[config.mk]
export PLATFORM = sky130hd
export DESIGN_NAME = count_mode_detector_flat
export DESIGN_NICKNAME = d
export VERILOG_FILES = /design/src/rtl/count_mode_detector_pkg.sv /design/src/rtl/count_mode_detector_if.sv /design/src/rtl/count_mode_detector_step_classifier.sv /design/src/rtl/count_mode_detector.sv /design/src/flat_wrapper.sv
export SDC_FILE = /design/constraint.sdc
export NUM_CORES = 1
export LEC_CHECK = 0
export ABC_AREA = 1
export CORE_ASPECT_RATIO = 0.75
export CORE_UTILIZATION = 50
export DETAILED_ROUTE_END_ITERATION = 10
export PLACE_DENSITY = 0.73
export SLEW_MARGIN = 10
export SYNTH_ARGS = -nofsm -noshare
export SYNTH_HDL_FRONTEND = slang
export SYNTH_SLANG_ARGS = --single-unit
[constraint.sdc]
create_clock -name clk -period 2.4 [get_ports clk]
set_input_delay 0.48 -clock clk [delete_from_list [all_inputs] [get_ports clk]]
set_output_delay 0.48 -clock clk [all_outputs]
set_load 0.03 [all_outputs]
[src/rtl/count_mode_detector_pkg.sv]
// ---------------------------------------------------------------------------
// count_mode_detector_pkg
// Shared encodings for the multimode counter and its output observer.
// The mode codes match the counter's mode-select input, so the counter and
// the detector decode them identically.
// ---------------------------------------------------------------------------
package count_mode_detector_pkg;

    localparam int DEF_CW       = 4;
    localparam int DEF_LOCK_LEN = 4;
    localparam int DEF_ERR_W    = 8;

    typedef enum logic [1:0] {
        MODE_UP     = 2'b00,
        MODE_DOWN   = 2'b01,
        MODE_UPDOWN = 2'b10,
        MODE_HOLD   = 2'b11
    } mode_e;

    typedef enum logic [1:0] {
        STEP_INC  = 2'b00,
        STEP_DEC  = 2'b01,
        STEP_HOLD = 2'b10,
        STEP_BAD  = 2'b11
    } step_e;

    typedef enum logic [1:0] {
        S_EMPTY  = 2'b00,
        S_ACQ    = 2'b01,
        S_LOCKED = 2'b10
    } state_e;

    // Mode suggested by a single step. A legal reversal can only come from
    // an up/down counter, so it outranks the raw direction.
    function automatic mode_e step_to_mode(step_e cls, logic legal_rev);
        mode_e m;
        m = MODE_HOLD;
        if (legal_rev) begin
            m = MODE_UPDOWN;
        end else begin
            case (cls)
                STEP_INC: m = MODE_UP;
                STEP_DEC: m = MODE_DOWN;
                default:  m = MODE_HOLD;
            endcase
        end
        return m;
    endfunction

    // True when the step could have been produced by a counter in mode m.
    // cls must already have illegal reversals folded into STEP_BAD.
    function automatic logic step_fits_mode(mode_e m, step_e cls, logic legal_rev);
        logic fits;
        fits = 1'b0;
        case (m)
            MODE_UP:     fits = (cls == STEP_INC) && !legal_rev;
            MODE_DOWN:   fits = (cls == STEP_DEC) && !legal_rev;
            MODE_HOLD:   fits = (cls == STEP_HOLD);
            MODE_UPDOWN: fits = (cls != STEP_BAD);
            default:     fits = 1'b0;
        endcase
        return fits;
    endfunction

endpackage

[src/rtl/count_mode_detector_if.sv]
// ---------------------------------------------------------------------------
// count_mode_detector_if
// Sample stream into the detector and status back out.
//   master : drives clr, sample_valid, count_in; reads status
//   slave  : the detector itself
// Signals:
//   clr          synchronous clear of the detector
//   sample_valid count_in carries a new counter sample
//   count_in     observed counter value (CW bits)
//   mode         inferred mode (UP/DOWN/UPDOWN/HOLD)
//   locked       mode is trustworthy
//   dir          1 = last non-hold step was an increment
//   turn         pulse on a legal boundary reversal
//   step_err     pulse on an illegal step
//   err_cnt      saturating count of step_err pulses (ERR_W bits)
// ---------------------------------------------------------------------------
interface count_mode_detector_if #(
    parameter int CW    = 4,
    parameter int ERR_W = 8
);
    logic             clr;
    logic             sample_valid;
    logic [CW-1:0]    count_in;
    logic [1:0]       mode;
    logic             locked;
    logic             dir;
    logic             turn;
    logic             step_err;
    logic [ERR_W-1:0] err_cnt;

    modport master (
        output clr, sample_valid, count_in,
        input  mode, locked, dir, turn, step_err, err_cnt
    );

    modport slave (
        input  clr, sample_valid, count_in,
        output mode, locked, dir, turn, step_err, err_cnt
    );
endinterface

[src/rtl/count_mode_detector_step_classifier.sv]
// ---------------------------------------------------------------------------
// count_mode_detector_step_classifier
// Combinational step decode between the previous and current sample.
// Ports:
//   prev_i        last captured sample
//   count_i       new sample
//   step_o        INC (+1), DEC (-1), HOLD (0) or BAD, all modulo 2**CW
//   vertex_min_o  prev_i is zero (legal DEC->INC turning point)
//   vertex_max_o  prev_i is all-ones (legal INC->DEC turning point)
// ---------------------------------------------------------------------------
module count_mode_detector_step_classifier
    import count_mode_detector_pkg::*;
#(
    parameter int CW = 4
) (
    input  logic [CW-1:0] prev_i,
    input  logic [CW-1:0] count_i,
    output step_e         step_o,
    output logic          vertex_min_o,
    output logic          vertex_max_o
);

    logic [CW-1:0] delta;

    // Modulo subtraction makes max->0 and 0->max ordinary single steps.
    always_comb begin
        delta = count_i - prev_i;
        if (delta == CW'(1)) begin
            step_o = STEP_INC;
        end else if (delta == '1) begin
            step_o = STEP_DEC;
        end else if (delta == '0) begin
            step_o = STEP_HOLD;
        end else begin
            step_o = STEP_BAD;
        end
    end

    assign vertex_min_o = (prev_i == '0);
    assign vertex_max_o = (prev_i == '1);

endmodule

[src/rtl/count_mode_detector.sv]
// ---------------------------------------------------------------------------
// count_mode_detector
// Watches the multimode counter output, infers its mode and direction,
// flags illegal steps and keeps a saturating error count.
// Ports:
//   clk  rising-edge clock
//   rst  asynchronous active-high reset
//   bus  count_mode_detector_if.slave (sample stream in, status out)
// All status outputs are registered and update on the edge that captures
// a valid sample.
//
// state    | meaning
// ---------+-------------------------------------------------------------
// S_EMPTY  | no previous sample yet; next valid sample only loads prev
// S_ACQ    | building a run of steps agreeing with a candidate mode
// S_LOCKED | LOCK_LEN agreeing steps seen; mode output is trustworthy
// ---------------------------------------------------------------------------
module count_mode_detector
    import count_mode_detector_pkg::*;
#(
    parameter int CW       = DEF_CW,
    parameter int LOCK_LEN = DEF_LOCK_LEN,
    parameter int ERR_W    = DEF_ERR_W
) (
    input logic                 clk,
    input logic                 rst,
    count_mode_detector_if.slave bus
);

    localparam int RUN_W = $clog2(LOCK_LEN + 1);

    state_e           state_q;
    logic [CW-1:0]    prev_q;
    logic             has_dir_q;
    mode_e            cand_q;
    mode_e            mode_q;
    logic [RUN_W-1:0] run_q;
    logic             locked_q;
    logic             dir_q;
    logic             turn_q;
    logic             step_err_q;
    logic [ERR_W-1:0] err_cnt_q;

    step_e            raw_step;
    logic             vertex_min;
    logic             vertex_max;

    logic             rev_d;
    logic             legal_rev_d;
    step_e            step_d;
    mode_e            cand_d;
    logic             cand_match_d;
    logic             mode_match_d;
    logic [RUN_W-1:0] run_d;
    logic             lock_d;

    count_mode_detector_step_classifier #(
        .CW (CW)
    ) u_classifier (
        .prev_i       (prev_q),
        .count_i      (bus.count_in),
        .step_o       (raw_step),
        .vertex_min_o (vertex_min),
        .vertex_max_o (vertex_max)
    );

    // has_dir_q qualifies dir_q as "a real previous direction exists"; it is
    // cleared on reset/clear and on a BAD step so a discontinuity is never
    // mistaken for one side of a reversal.
    always_comb begin
        rev_d        = has_dir_q && ((raw_step == STEP_INC && !dir_q) ||
                                     (raw_step == STEP_DEC &&  dir_q));
        legal_rev_d  = rev_d && ((raw_step == STEP_INC && vertex_min) ||
                                 (raw_step == STEP_DEC && vertex_max));
        step_d       = (rev_d && !legal_rev_d) ? STEP_BAD : raw_step;
        cand_d       = step_to_mode(step_d, legal_rev_d);
        // run_q == 0 means no candidate is held yet
        cand_match_d = (run_q != '0) && step_fits_mode(cand_q, step_d, legal_rev_d);
        mode_match_d = step_fits_mode(mode_q, step_d, legal_rev_d);
        run_d        = cand_match_d ? run_q + RUN_W'(1) : RUN_W'(1);
        lock_d       = (run_d == RUN_W'(LOCK_LEN));
    end

    always_ff @(posedge clk or posedge rst) begin
        if (rst) begin
            state_q    <= S_EMPTY;
            prev_q     <= '0;
            has_dir_q  <= 1'b0;
            cand_q     <= MODE_HOLD;
            mode_q     <= MODE_HOLD;
            run_q      <= '0;
            locked_q   <= 1'b0;
            dir_q      <= 1'b1;
            turn_q     <= 1'b0;
            step_err_q <= 1'b0;
            err_cnt_q  <= '0;
        end else begin
            turn_q     <= 1'b0;
            step_err_q <= 1'b0;
            if (bus.clr) begin
                state_q   <= S_EMPTY;
                prev_q    <= '0;
                has_dir_q <= 1'b0;
                cand_q    <= MODE_HOLD;
                mode_q    <= MODE_HOLD;
                run_q     <= '0;
                locked_q  <= 1'b0;
                dir_q     <= 1'b1;
                err_cnt_q <= '0;
            end else if (bus.sample_valid) begin
                prev_q <= bus.count_in;
                case (state_q)
                    S_EMPTY: begin
                        state_q <= S_ACQ;
                    end
                    default: begin
                        if (step_d == STEP_BAD) begin
                            step_err_q <= 1'b1;
                            if (err_cnt_q != '1) begin
                                err_cnt_q <= err_cnt_q + ERR_W'(1);
                            end
                            locked_q  <= 1'b0;
                            run_q     <= '0;
                            has_dir_q <= 1'b0;
                            state_q   <= S_ACQ;
                        end else begin
                            turn_q <= legal_rev_d;
                            if (step_d == STEP_INC) begin
                                dir_q     <= 1'b1;
                                has_dir_q <= 1'b1;
                            end else if (step_d == STEP_DEC) begin
                                dir_q     <= 1'b0;
                                has_dir_q <= 1'b1;
                            end

                            if (state_q == S_LOCKED) begin
                                if (!mode_match_d) begin
                                    // mode stays at its old value until relock
                                    locked_q <= 1'b0;
                                    cand_q   <= cand_d;
                                    run_q    <= RUN_W'(1);
                                    state_q  <= S_ACQ;
                                end
                            end else begin
                                // an UPDOWN candidate absorbs later INC/DEC/HOLD
                                // steps rather than being replaced by them
                                if (!cand_match_d) begin
                                    cand_q <= cand_d;
                                end
                                run_q <= run_d;
                                if (lock_d) begin
                                    locked_q <= 1'b1;
                                    mode_q   <= cand_match_d ? cand_q : cand_d;
                                    state_q  <= S_LOCKED;
                                end
                            end
                        end
                    end
                endcase
            end
        end
    end

    assign bus.mode     = mode_q;
    assign bus.locked   = locked_q;
    assign bus.dir      = dir_q;
    assign bus.turn     = turn_q;
    assign bus.step_err = step_err_q;
    assign bus.err_cnt  = err_cnt_q;

endmodule

[src/flat_wrapper.sv]
// flat-port wrapper written by rule: the top's interface ports become plain ports
module count_mode_detector_flat import count_mode_detector_pkg::*;
#(
    parameter int CW       = DEF_CW,
    parameter int LOCK_LEN = DEF_LOCK_LEN,
    parameter int ERR_W    = DEF_ERR_W
)
  (clk, rst, bus_clr, bus_sample_valid, bus_count_in, bus_mode, bus_locked, bus_dir, bus_turn, bus_step_err, bus_err_cnt);
  count_mode_detector_if #(.CW(CW), .ERR_W(ERR_W)) bus_i ();
  input logic clk;
  input logic rst;
  input wire logic [$bits(bus_i.clr)-1:0] bus_clr;
  input wire logic [$bits(bus_i.sample_valid)-1:0] bus_sample_valid;
  input wire logic [$bits(bus_i.count_in)-1:0] bus_count_in;
  output wire logic [$bits(bus_i.mode)-1:0] bus_mode;
  output wire logic [$bits(bus_i.locked)-1:0] bus_locked;
  output wire logic [$bits(bus_i.dir)-1:0] bus_dir;
  output wire logic [$bits(bus_i.turn)-1:0] bus_turn;
  output wire logic [$bits(bus_i.step_err)-1:0] bus_step_err;
  output wire logic [$bits(bus_i.err_cnt)-1:0] bus_err_cnt;
  assign bus_i.clr = bus_clr;
  assign bus_i.sample_valid = bus_sample_valid;
  assign bus_i.count_in = bus_count_in;
  assign bus_mode = bus_i.mode;
  assign bus_locked = bus_i.locked;
  assign bus_dir = bus_i.dir;
  assign bus_turn = bus_i.turn;
  assign bus_step_err = bus_i.step_err;
  assign bus_err_cnt = bus_i.err_cnt;
  count_mode_detector #(.CW(CW), .LOCK_LEN(LOCK_LEN), .ERR_W(ERR_W)) u_core (.clk(clk), .rst(rst), .bus(bus_i));
endmodule
After elaboration in Yosys (flattened, before gate mapping)
Index checks and enable logic that the tools add are counted.
{"block": "totals", "rom_bits": 0, "ff_bits": 26, "input_bits": 8, "memories": 0, "ramBits": 0, "latch_bits": 0, "wordCells": 144, "out_inout_bits": 14}
{"block": "classes", "shifts": 0, "bitwise": 0, "div_mod_pow": 0, "n_eq_ne": 23, "n_reduce_logical": 38, "addsub": 3, "mux": 69, "order_cmp": 0, "n_mul": 0}
{"operator": "$mux 2", "count": 24}
{"operator": "$mux 8", "count": 5}
{"operator": "$mux 1", "count": 28}
{"operator": "$mux 3", "count": 7}
{"operator": "$reduce_and 4->1", "count": 4}
{"operator": "$eq 2x2->1 const B", "count": 7}
{"operator": "$logic_and 1x1->1", "count": 10}
{"operator": "$logic_not 2->1", "count": 5}
{"operator": "$reduce_and 3->1", "count": 3}
{"operator": "$add 8x1->8 const B", "count": 1}
{"operator": "$eq 2x1->1 const B", "count": 4}
{"operator": "$eq 4x4->1 const B", "count": 2}
{"operator": "$logic_not 4->1", "count": 2}
{"operator": "$mux 4", "count": 2}
{"operator": "$ne 2x2->1 const B", "count": 4}
{"operator": "$ne 8x8->1 const B", "count": 1}
{"operator": "$pmux 1 s4", "count": 2}
{"operator": "$reduce_bool 2->1", "count": 4}
{"operator": "$reduce_bool 4->1", "count": 2}
{"operator": "$reduce_bool 3->1", "count": 2}
{"operator": "$ne 5x5->1 const B", "count": 1}
{"operator": "$reduce_and 5->1", "count": 1}
{"operator": "$reduce_bool 5->1", "count": 1}
{"operator": "$eq 4x1->1 const B", "count": 1}
{"operator": "8 further kinds", "count": 10}

Longest topological paths before layout
Gate-level depths: netlist of the first run.
{"block": "logic_depth", "ltp_word": 25, "mapped_depth": 21, "mapped_depth_nobuf": 21}

Modules after synthesis
A second synthesis of the first run with hierarchy kept.
{"block": "hier_totals", "hier_cells": 251, "area_unflattened_um2": 1819.2}
{"module": "count_mode_detector", "area_per_inst_um2": 1587.8, "n_inst": 1, "cells_each": 210}
{"module": "count_mode_detector_step_classifier", "area_per_inst_um2": 231.5, "n_inst": 1, "cells_each": 41}

Worst setup path after synthesis of the first run
No wires, ideal clock.
{"block": "synth_path", "kind": "input to register", "start": "input bus_count_in[0]", "end": "register u_core.err_cnt_q[5] (netlist: u_core.bus.err_cnt[5])", "path_buffers": 0, "setup_slack_ps": -346, "stages": 20, "arrival_ps": 2626, "setup_ps": 120, "path_cell_list": "inv_1 ha_1 inv_1 fa_1 inv_1 or2_1 nor2_2 nand3_2 nand2_2 nand2_2 nor2_4 nand2_4 nand2_4 nand2_4 nand2_4 nand3_4 nor2_4 nand3_1 nand2_1 nor2_1"}
{"block": "synth_between", "elab_chain_len": 16, "word_cells_on_any_way": 23, "cone_classes": "add/sub: 1; eq/ne: 4; mux: 4; reduce/logical: 14"}
{"element": "start: declaration", "line": "flat_wrapper.sv:14", "source": "input wire logic [$bits(bus_i.count_in)-1:0] bus_count_in;"}
{"element": "$sub 4x4->4 (*)", "line": "count_mode_detector_step_classifier.sv:27", "source": "delta = count_i - prev_i;"}
{"element": "$logic_not 4->1", "line": "count_mode_detector_step_classifier.sv:32", "source": "end else if (delta == '0) begin"}
{"element": "$mux 1", "line": "count_mode_detector_step_classifier.sv:32"}
{"element": "$mux 2", "line": "count_mode_detector_step_classifier.sv:30", "source": "end else if (delta == '1) begin"}
{"element": "$mux 2 (*)", "line": "count_mode_detector_step_classifier.sv:28", "source": "if (delta == CW'(1)) begin"}
{"element": "$eq 2x1->1 / $logic_not 2->1 (equally long branches)"}
{"element": "$logic_and 1x1->1, on equally long branches", "line": "count_mode_detector.sv:72, count_mode_detector.sv:71"}
{"element": "$logic_or 1x1->1", "line": "count_mode_detector.sv:71", "source": "rev_d = has_dir_q && ((raw_step == STEP_INC && !dir_q) ||"}
{"element": "$logic_and 1x1->1", "line": "count_mode_detector.sv:71"}
{"element": "$logic_and 1x1->1", "line": "count_mode_detector.sv:73", "source": "legal_rev_d = rev_d && ((raw_step == STEP_INC && vertex_min) ||"}
{"element": "$logic_not 1->1", "line": "count_mode_detector.sv:75", "source": "step_d = (rev_d && !legal_rev_d) ? STEP_BAD : raw_step;"}
{"element": "$logic_and 1x1->1", "line": "count_mode_detector.sv:75"}
{"element": "$mux 2 (*)", "line": "count_mode_detector.sv:75"}
{"element": "$eq 2x2->1 (*)", "line": "count_mode_detector.sv:117", "source": "if (step_d == STEP_BAD) begin"}
{"element": "$reduce_bool 2->1 (no line) (*)"}
{"element": "$reduce_and 4->1 (no line) (*)"}
{"element": "end signal: assignment", "line": "count_mode_detector.sv:120", "source": "err_cnt_q <= err_cnt_q + ERR_W'(1);"}
{"element": "end: declaration", "line": "count_mode_detector.sv:42", "source": "logic [ERR_W-1:0] err_cnt_q;"}
Mark *: on every way between the ends. The rest lies on a longest branch, timed or not.
A chain may end at the register's enable or synchronous reset.

Worst setup path in the final report of the first run
{"block": "layout_path", "start": "register u_core.prev_q[0]", "end": "register u_core.cand_q[0]"}
{"block": "layout_between", "elab_chain_len": 23, "word_cells_on_any_way": 44, "cone_classes": "add/sub: 1; eq/ne: 10; mux: 15; reduce/logical: 18"}
{"element": "start: declaration", "line": "count_mode_detector.sv:33", "source": "logic [CW-1:0] prev_q;"}
{"element": "start signal: assignment", "line": "count_mode_detector.sv:111", "source": "prev_q <= bus.count_in;"}
{"element": "$sub 4x4->4", "line": "count_mode_detector_step_classifier.sv:27"}
{"element": "$logic_not 4->1", "line": "count_mode_detector_step_classifier.sv:32"}
{"element": "$mux 1", "line": "count_mode_detector_step_classifier.sv:32"}
{"element": "$mux 2", "line": "count_mode_detector_step_classifier.sv:30"}
{"element": "$mux 2", "line": "count_mode_detector_step_classifier.sv:28"}
{"element": "$eq 2x1->1 / $logic_not 2->1 (equally long branches)"}
{"element": "$logic_and 1x1->1, on equally long branches", "line": "count_mode_detector.sv:72, count_mode_detector.sv:71"}
{"element": "$logic_or 1x1->1", "line": "count_mode_detector.sv:71"}
{"element": "(+7 left out)"}
{"element": "$pmux 1 s4", "line": "count_mode_detector_pkg.sv:55", "source": "case (m)"}
{"element": "$logic_and 1x1->1", "line": "count_mode_detector.sv:78", "source": "cand_match_d = (run_q != '0) && step_fits_mode(cand_q, step_d, legal_rev_d);"}
{"element": "$mux 2", "line": "count_mode_detector.sv:147", "source": "if (!cand_match_d) begin"}
{"element": "$mux 2", "line": "count_mode_detector.sv:136", "source": "if (state_q == S_LOCKED) begin"}
{"element": "$mux 2", "line": "count_mode_detector.sv:117"}
{"element": "$mux 2", "line": "count_mode_detector.sv:112", "source": "case (state_q)"}
{"element": "$mux 2", "line": "count_mode_detector.sv:110", "source": "end else if (bus.sample_valid) begin"}
{"element": "$mux 2", "line": "count_mode_detector.sv:100", "source": "if (bus.clr) begin"}
{"element": "end signal: assignment", "line": "count_mode_detector.sv:140", "source": "cand_q <= cand_d;"}
{"element": "end signal: assignment", "line": "count_mode_detector.sv:148", "source": "cand_q <= cand_d;"}
{"element": "end: declaration", "line": "count_mode_detector.sv:35", "source": "mode_e cand_q;"}
Parallel ways exist; a longest one is shown, timed or not. The select of a mux whose other input is x is not followed.

==> results.json, run 1 <==
{
  "cp-end-kind": "flop",
  "tns_ps": -6490,
  "worst_pin_slew_ps": 609,
  "slew_viol_final": 0,
  "final_common_cell": "nand2_1",
  "drtIter0Drc": 107,
  "synth_xor_area_share_pct": 0.964,
  "cts-root-buf": "clkbuf_8",
  "fin_crit_sh_pct": 117,
  "combPwrFrac_pct": 39.4,
  "cts_max_path_buffers": 2,
  "dr.pass1.iters": 4,
  "crit_top_cell": "nand2_1",
  "hp-class": "flop to flop",
  "vias": 1804,
  "initial_core_util_pct": 53.8,
  "cp.arrival_ps": 3020,
  "yosys_warnings": 0,
  "cp.required_ps": 2620,
  "design.die.area_um2": 3880,
  "rrSetupSlack_ps": -400,
  "htreeDepth": 1,
  "clk_pin_slew_ps": 100,
  "cts_buffers": 3,
  "cts_hold_buf": 0,
  "layout-drive-gt1-share_pct": 31.5,
  "ios": 22,
  "syn_nets": 266,
  "wirelength_mm": 4.69,
  "grt_pass1_wl_mm": 7.55,
  "clockPowerShare_pct": 20.8,
  "grt_pass1_vias": 1716,
  "grt-ovfl-total": 0,
  "synth_mux_area_share_pct": 0,
  "final_area_um2": 2500,
  "period_needed_ps": 2800,
  "io_buffers": 21,
  "start_kind": "flop",
  "power_frac_seq_pct": 39.7,
  "rsz0062_at_grt": "true",
  "tritoncts": "yes",
  "insertion_delay_ps": 270,
  "syn_area_um2": 1820,
  "final_cell_mix": "nand2_1 (49), inv_1 (38), buf_4 (28)",
  "crit_path_max_incr_delay_ps": 550,
  "place.gp.congestion": 0.945,
  "p_sw_share_pct": 37.5,
  "ys_types": 30,
  "coreArea_um2": 3380,
  "drt.antenna.violating_nets": 0,
  "yosysSeqAreaShare_pct": 36.1,
  "vias_per_cell": 5.23,
  "die_y_um": 54.2,
  "clock-sinks": 26,
  "cp_top_family": "simple AND/OR/NAND/NOR gates",
  "diodes": 0,
  "violations": "negative setup slack",
  "synthSimpleGateAreaFrac_pct": 40.4,
  "finalHoldViolations": 0,
  "n_fill_cell": 267,
  "num_rows": 18,
  "p_int_uw": 872,
  "setup_violations": 22,
  "antenna_found_initial": 0,
  "maxSlewHeadroom_pct": 59.0,
  "synth_compound_area_share_pct": 7.36,
  "grtUsageTotal_pct": 25.3,
  "crit_chain": "ha_4 -> inv_2 -> fa_1 -> inv_2 -> or2_1 -> nor2_2 -> nand3_2 -> nand2_2 -> nand2_2 -> nor2_4 -> nand2_4 -> nand3_2 -> nand2_1 -> nand4_1 -> buf_4 -> nand2_4 -> a21oi_2 -> nand2_1 -> nand2_1",
  "place_area_um2": 2270,
  "critPathMaxFanout": 4,
  "setup_ws_ps": -399,
  "maxCapViolations": 0,
  "cp_slowest_cell": "fa_1",
  "die_w_um": 71.6,
  "synth_fa_ha_area_share_pct": 5.23,
  "area_delta_synth_final_pct": 37.8,
  "ir_drop_uv": 485,
  "wl_per_cell_um": 13.6,
  "syn_avg_cell_area_um2": 7.24,
  "drc": 0,
  "cp_num_buf_inv": 3,
  "layout.nets": 321,
  "max_freq_ghz": 0.357,
  "dp_hpwl_mm": 3.21,
  "power_mw": 1.39,
  "powerDensity_nw_per_um2": 557,
  "syn_inst": 251,
  "ys_ff_latch": 26,
  "power.switching_uw": 523,
  "fin_skew_ps": 7.32,
  "synth_top_family_by_area": "simple AND/OR/NAND/NOR gates",
  "grt_max_degree": 27,
  "p_leak_nw": 1.22,
  "worstSetupPathType": "flop to flop",
  "outcome": "finished, violations left"
}
[flip-flops by register name (all words and copies together) (netlist names), 2 cells and up]
name                count
u_core.run_q            3
u_core.state_q          2
u_core.bus.mode         2
u_core.prev_q           4
u_core.cand_q           2
u_core.bus.err_cnt      8
[synthesized netlist by cell type]
library cell,count,area (µm²)
or2_1,1,6.26
inv_2,2,7.51
a31oi_2,1,12.5
xor2_1,2,17.5
nand2_2,7,43.8
nor2_1,22,82.6
a21oi_1,8,40.0
fa_1,1,20.0
o21ai_0,10,50.1
nand3b_1,1,7.51
clkbuf_1,2,7.51
nand4_1,7,43.8
nor2_4,3,33.8
nor2_2,3,18.8
nor3_1,4,20.0
nand3_2,3,30.0
nand3_1,27,135
clkinv_1,2,7.51
ha_1,6,75.1
dfstp_2,5,131
o31ai_1,1,7.51
nand3_4,1,17.5
o221ai_1,1,8.76
o21ai_1,3,15.0
dfrtp_1,21,526
inv_1,42,158
nand4_2,1,12.5
nor4_1,2,12.5
nand2_1,57,214
nand2_4,5,56.3
[metrics by stage]
stage / utilization [%] / std cells / setup slack [ps] / hold slack [ps]
floorplan: - / 251 / -317 / 458
global placement: 67.1 / 332 / -976 / 475
detailed placement: 67.1 / 332 / -1080 / 477
CTS: 71.3 / 341 / -371 / 492
global route: 74.1 / 345 / -574 / 526
finish: 74.1 / 345 / -399 / 493
[area by class of cell]
class | instances | area, µm² | area share, %
clock buffers | 4 | 55.1 | 2.20
inverters | 46 | 185 | 7.39
multi-input cells | 177 | 1110 | 44.3
flip-flops and latches | 26 | 657 | 26.2
well taps | 40 | 50.0 | 2.00
repair buffers | 52 | 448 | 17.9
[path summary, 6_finish.rpt]
| path | end | startpoint | cells past startpoint |
|---|---|---|---|
| worst min-delay path | u_core.bus.mode[0]$_DFFE_PP1P_ | u_core.bus.mode[0]$_DFFE_PP1P_ | 2 |
| min in group asynchronous | u_core.prev_q[3]$_DFFE_PP0P_ | rst | 3 |
| max in group asynchronous | u_core.bus.mode[0]$_DFFE_PP1P_ | rst | 3 |
| worst max-delay path | u_core.cand_q[0]$_DFFE_PP1P_ | u_core.prev_q[0]$_DFFE_PP0P_ | 19 |
| worst min register to register | u_core.bus.mode[0]$_DFFE_PP1P_ | u_core.bus.mode[0]$_DFFE_PP1P_ | 2 |
| worst max register to register | u_core.cand_q[0]$_DFFE_PP1P_ | u_core.prev_q[0]$_DFFE_PP0P_ | 19 |
[power by group through the flow]
stage | clock, mW | sequential, mW | combinational [mW]
2_1_floorplan | 0 | 0.597 | 0.268
5_1_grt | 0.308 | 0.561 | 0.606
4_1_cts | 0.299 | 0.552 | 0.512
6_report | 0.291 | 0.554 | 0.550
3_3_place_gp | 0 | 0.557 | 0.474
3_5_place_dp | 0 | 0.560 | 0.481
[cells by family (layout without fill, tap and decap cells)]
group	after synthesis	in the layout
adders and majority gates	7	7
xor gates and xnor gates	2	2
AOI/OAI and AO/OA	24	24
and+or+nand+nor	144	144
DFF	26	26
buffers and inverters	48	102
[tightest hold or removal path, stage by stage (launching register included)]
cell	delay, ps
dfstp_2	400
nand2_1	60
nand2_1	50
[routing by layer]
metal | global-route usage [%] | vias to the layer above | share of wire [%]
li1 | - | 910 | -
met1 | 33.9 | 832 | 48
met2 | 43.7 | 56 | 46
met3 | 4.79 | 6 | 4.7
met4 | 5.56 | 0 | 0.90
met5 | 0 | - | 0
[repair_timing]
item	CTS	global route
buffers inserted	5	4
hold endpoints to repair	0	0
pin swaps	7	13
setup endpoints to repair	22	22
resized for setup	18	22
No activity file was read; power rests on OpenSTA's default activity.
==> inputs of run 2 (changes only) <==
Settings changed: TNS_END_PERCENT set to 1.
==> run 2 against run 1 <==
The flow still finishes with violations (negative setup slack). Cell count is 2.6% higher. Combinational power about the same. Utilization shrank 0.85 points. Clock power is 3% lower. Count of clock-buffer cells in the layout did not move. Design area shrank 1.1%. Clock skew is 3.3 ps lower. Flip-flop and latch count stayed put. Via count decreased by 3.2%. Critical path type unchanged. Highest routed layer unchanged.
==> results.json, run 2 (same netlist as run 1, synthesis figures left out) <==
{
  "dr.pass1.iters": 4,
  "place.gp.congestion": 0.865,
  "max_freq_ghz": 0.365,
  "rr_endpoint": "u_core.state_q[1]$_DFFE_PP0P_",
  "grt_pass1_vias": 1561,
  "dp_hpwl_mm": 3.13,
  "final_cell_mix": "nand2_1 (52), buf_4 (40), inv_1 (39)",
  "cp-startpoint": "u_core.prev_q[0]$_DFFE_PP0P_",
  "hp-class": "flop to flop",
  "outcome": "finished, violations left",
  "p_leak_nw": 1.25,
  "htreeDepth": 1,
  "place_ws_ps": -944,
  "slew_viol_final": 0,
  "design.die.area_um2": 3880,
  "grtUsageTotal_pct": 23.0,
  "largest_reg_flops": 8,
  "start_kind": "flop",
  "drt.antenna.violating_nets": 0,
  "area_delta_synth_final_pct": 36.2,
  "num_rows": 18,
  "clock-sinks": 26,
  "setup_violations": 22,
  "grt_max_degree": 27,
  "rrSetupSlack_ps": -340,
  "place_area_um2": 2300,
  "die_y_um": 54.2,
  "coreArea_um2": 3380,
  "final_area_um2": 2480,
  "hold_ws_ps": 498,
  "layout-drive-gt1-share_pct": 29.6,
  "maxSlewHeadroom_pct": 70.6,
  "r2r-start": "u_core.prev_q[0]$_DFFE_PP0P_",
  "cp.arrival_ps": 2910,
  "ios": 22,
  "fin_crit_sh_pct": 114,
  "wirelength_mm": 4.14,
  "powerDensity_nw_per_um2": 557,
  "worstSetupPathType": "flop to flop",
  "power.switching_uw": 496,
  "tritoncts": "yes",
  "final_util_pct": 73.3,
  "antenna_found_initial": 0,
  "critPathMaxFanout": 4,
  "rr_worst_depth": 19,
  "fin_skew_ps": 4.02,
  "violations": "negative setup slack",
  "final_common_cell": "nand2_1",
  "die_w_um": 71.6,
  "cts_buffers": 3,
  "place_inst": 340,
  "insertion_delay_ps": 270,
  "rsz0062_at_grt": "true",
  "clockPowerShare_pct": 20.5,
  "ir_drop_uv": 530,
  "grt-ovfl-total": 0,
  "cts-root-buf": "clkbuf_8",
  "setup_ws_ps": -342,
  "tns_ps": -5210,
  "power_frac_seq_pct": 39.9,
  "drtIter0Drc": 102,
  "grt_pass1_wl_mm": 6.89,
  "wl_per_cell_um": 11.7,
  "combPwrFrac_pct": 39.6,
  "worst_pin_slew_ps": 436,
  "cp-end-kind": "flop",
  "layout.nets": 330,
  "period_needed_ps": 2740,
  "io_buffers": 21,
  "cp.required_ps": 2570,
  "power_mw": 1.38,
  "vias": 1747,
  "clk_pin_slew_ps": 90,
  "cts_max_path_buffers": 2,
  "vias_per_cell": 4.94,
  "drc": 0,
  "initial_core_util_pct": 53.8,
  "finalHoldViolations": 0,
  "maxCapViolations": 0,
  "diodes": 0,
  "final_cells": 354,
  "p_sw_share_pct": 35.9,
  "p_int_uw": 884,
  "critical_path.endpoint": "u_core.state_q[1]$_DFFE_PP0P_"
}
## run 2: cell types whose count changed in the layout (fill, tap and decap cells not counted), sizes merged
cell and change:
buf +9, clkinv +1, inv -1
## run 2: how the worst min path moves through the flow
| stage | start | endpoint | slack (ps) | cells after the start |
|---|---|---|---|---|
| final | u_core.bus.mode[1]$_DFFE_PP1P_ | u_core.bus.mode[1]$_DFFE_PP1P_ | 500 | 2 |
| after global routing | u_core.cand_q[1]$_DFFE_PP1P_ | u_core.cand_q[1]$_DFFE_PP1P_ | 520 | 2 |
| after CTS | u_core.bus.mode[0]$_DFFE_PP1P_ | u_core.bus.mode[0]$_DFFE_PP1P_ | 500 | 2 |
| after detailed placement | u_core.bus.mode[0]$_DFFE_PP1P_ | u_core.bus.mode[0]$_DFFE_PP1P_ | 490 | 2 |
| after global placement | u_core.bus.mode[0]$_DFFE_PP1P_ | u_core.bus.mode[0]$_DFFE_PP1P_ | 480 | 2 |
| after floorplan | u_core.state_q[1]$_DFFE_PP0P_ | u_core.state_q[1]$_DFFE_PP0P_ | 460 | 2 |
## run 2: cell type report
cell class                 count  area [µm²]
clock buffer                   4        55.1
fill                         265         902
inverter                      46         173
multi-input combinational    177        1040
sequential                    26         657
tap                           40        50.0
timing repair buffer          61         504
## run 2: repair_timing
| action | in CTS | in global routing |
|---|---|---|
| hold buffers | 0 | 0 |
| setup endpoints to repair | 22 | 22 |
| endpoints found under the hold margin | 0 | 0 |
| pin swaps | 14 | 13 |
| buffers inserted | 10 | 0 |
| resized for setup | 16 | 7 |
## run 2: power by group through the flow
stage / clock (mW) / sequential [mW] / combinational [mW]
after CTS: 0.296 / 0.549 / 0.531
after global routing: 0.308 / 0.557 / 0.606
after detailed placement: 0 / 0.558 / 0.493
after global placement: 0 / 0.557 / 0.486
after floorplan: 0 / 0.597 / 0.263
final: 0.283 / 0.550 / 0.547
## run 2: per-layer routing
metal	GRT usage [%]	up-vias	part of all wire [%]
li1	-	928	-
met1	31.2	781	51
met2	40.6	36	44
met3	4.79	2	5.2
met4	0.980	0	0.29
met5	0	-	0
## run 2: worst max-delay path, stage by stage (launching register included)
cell and delay, ps:
dfrtp_1 420, ha_4 170, inv_2 50, fa_1 440, buf_4 160, buf_4 130, nor2_2 130, nand3_2 100
nand2_1 90, inv_1 60, nor2_4 110, nand2_4 90, nand3_2 60, nand2_1 50, nand4_1 150, inv_1 80
nor2_2 160, nand2_1 90, nand2_1 60, nand2_1 50
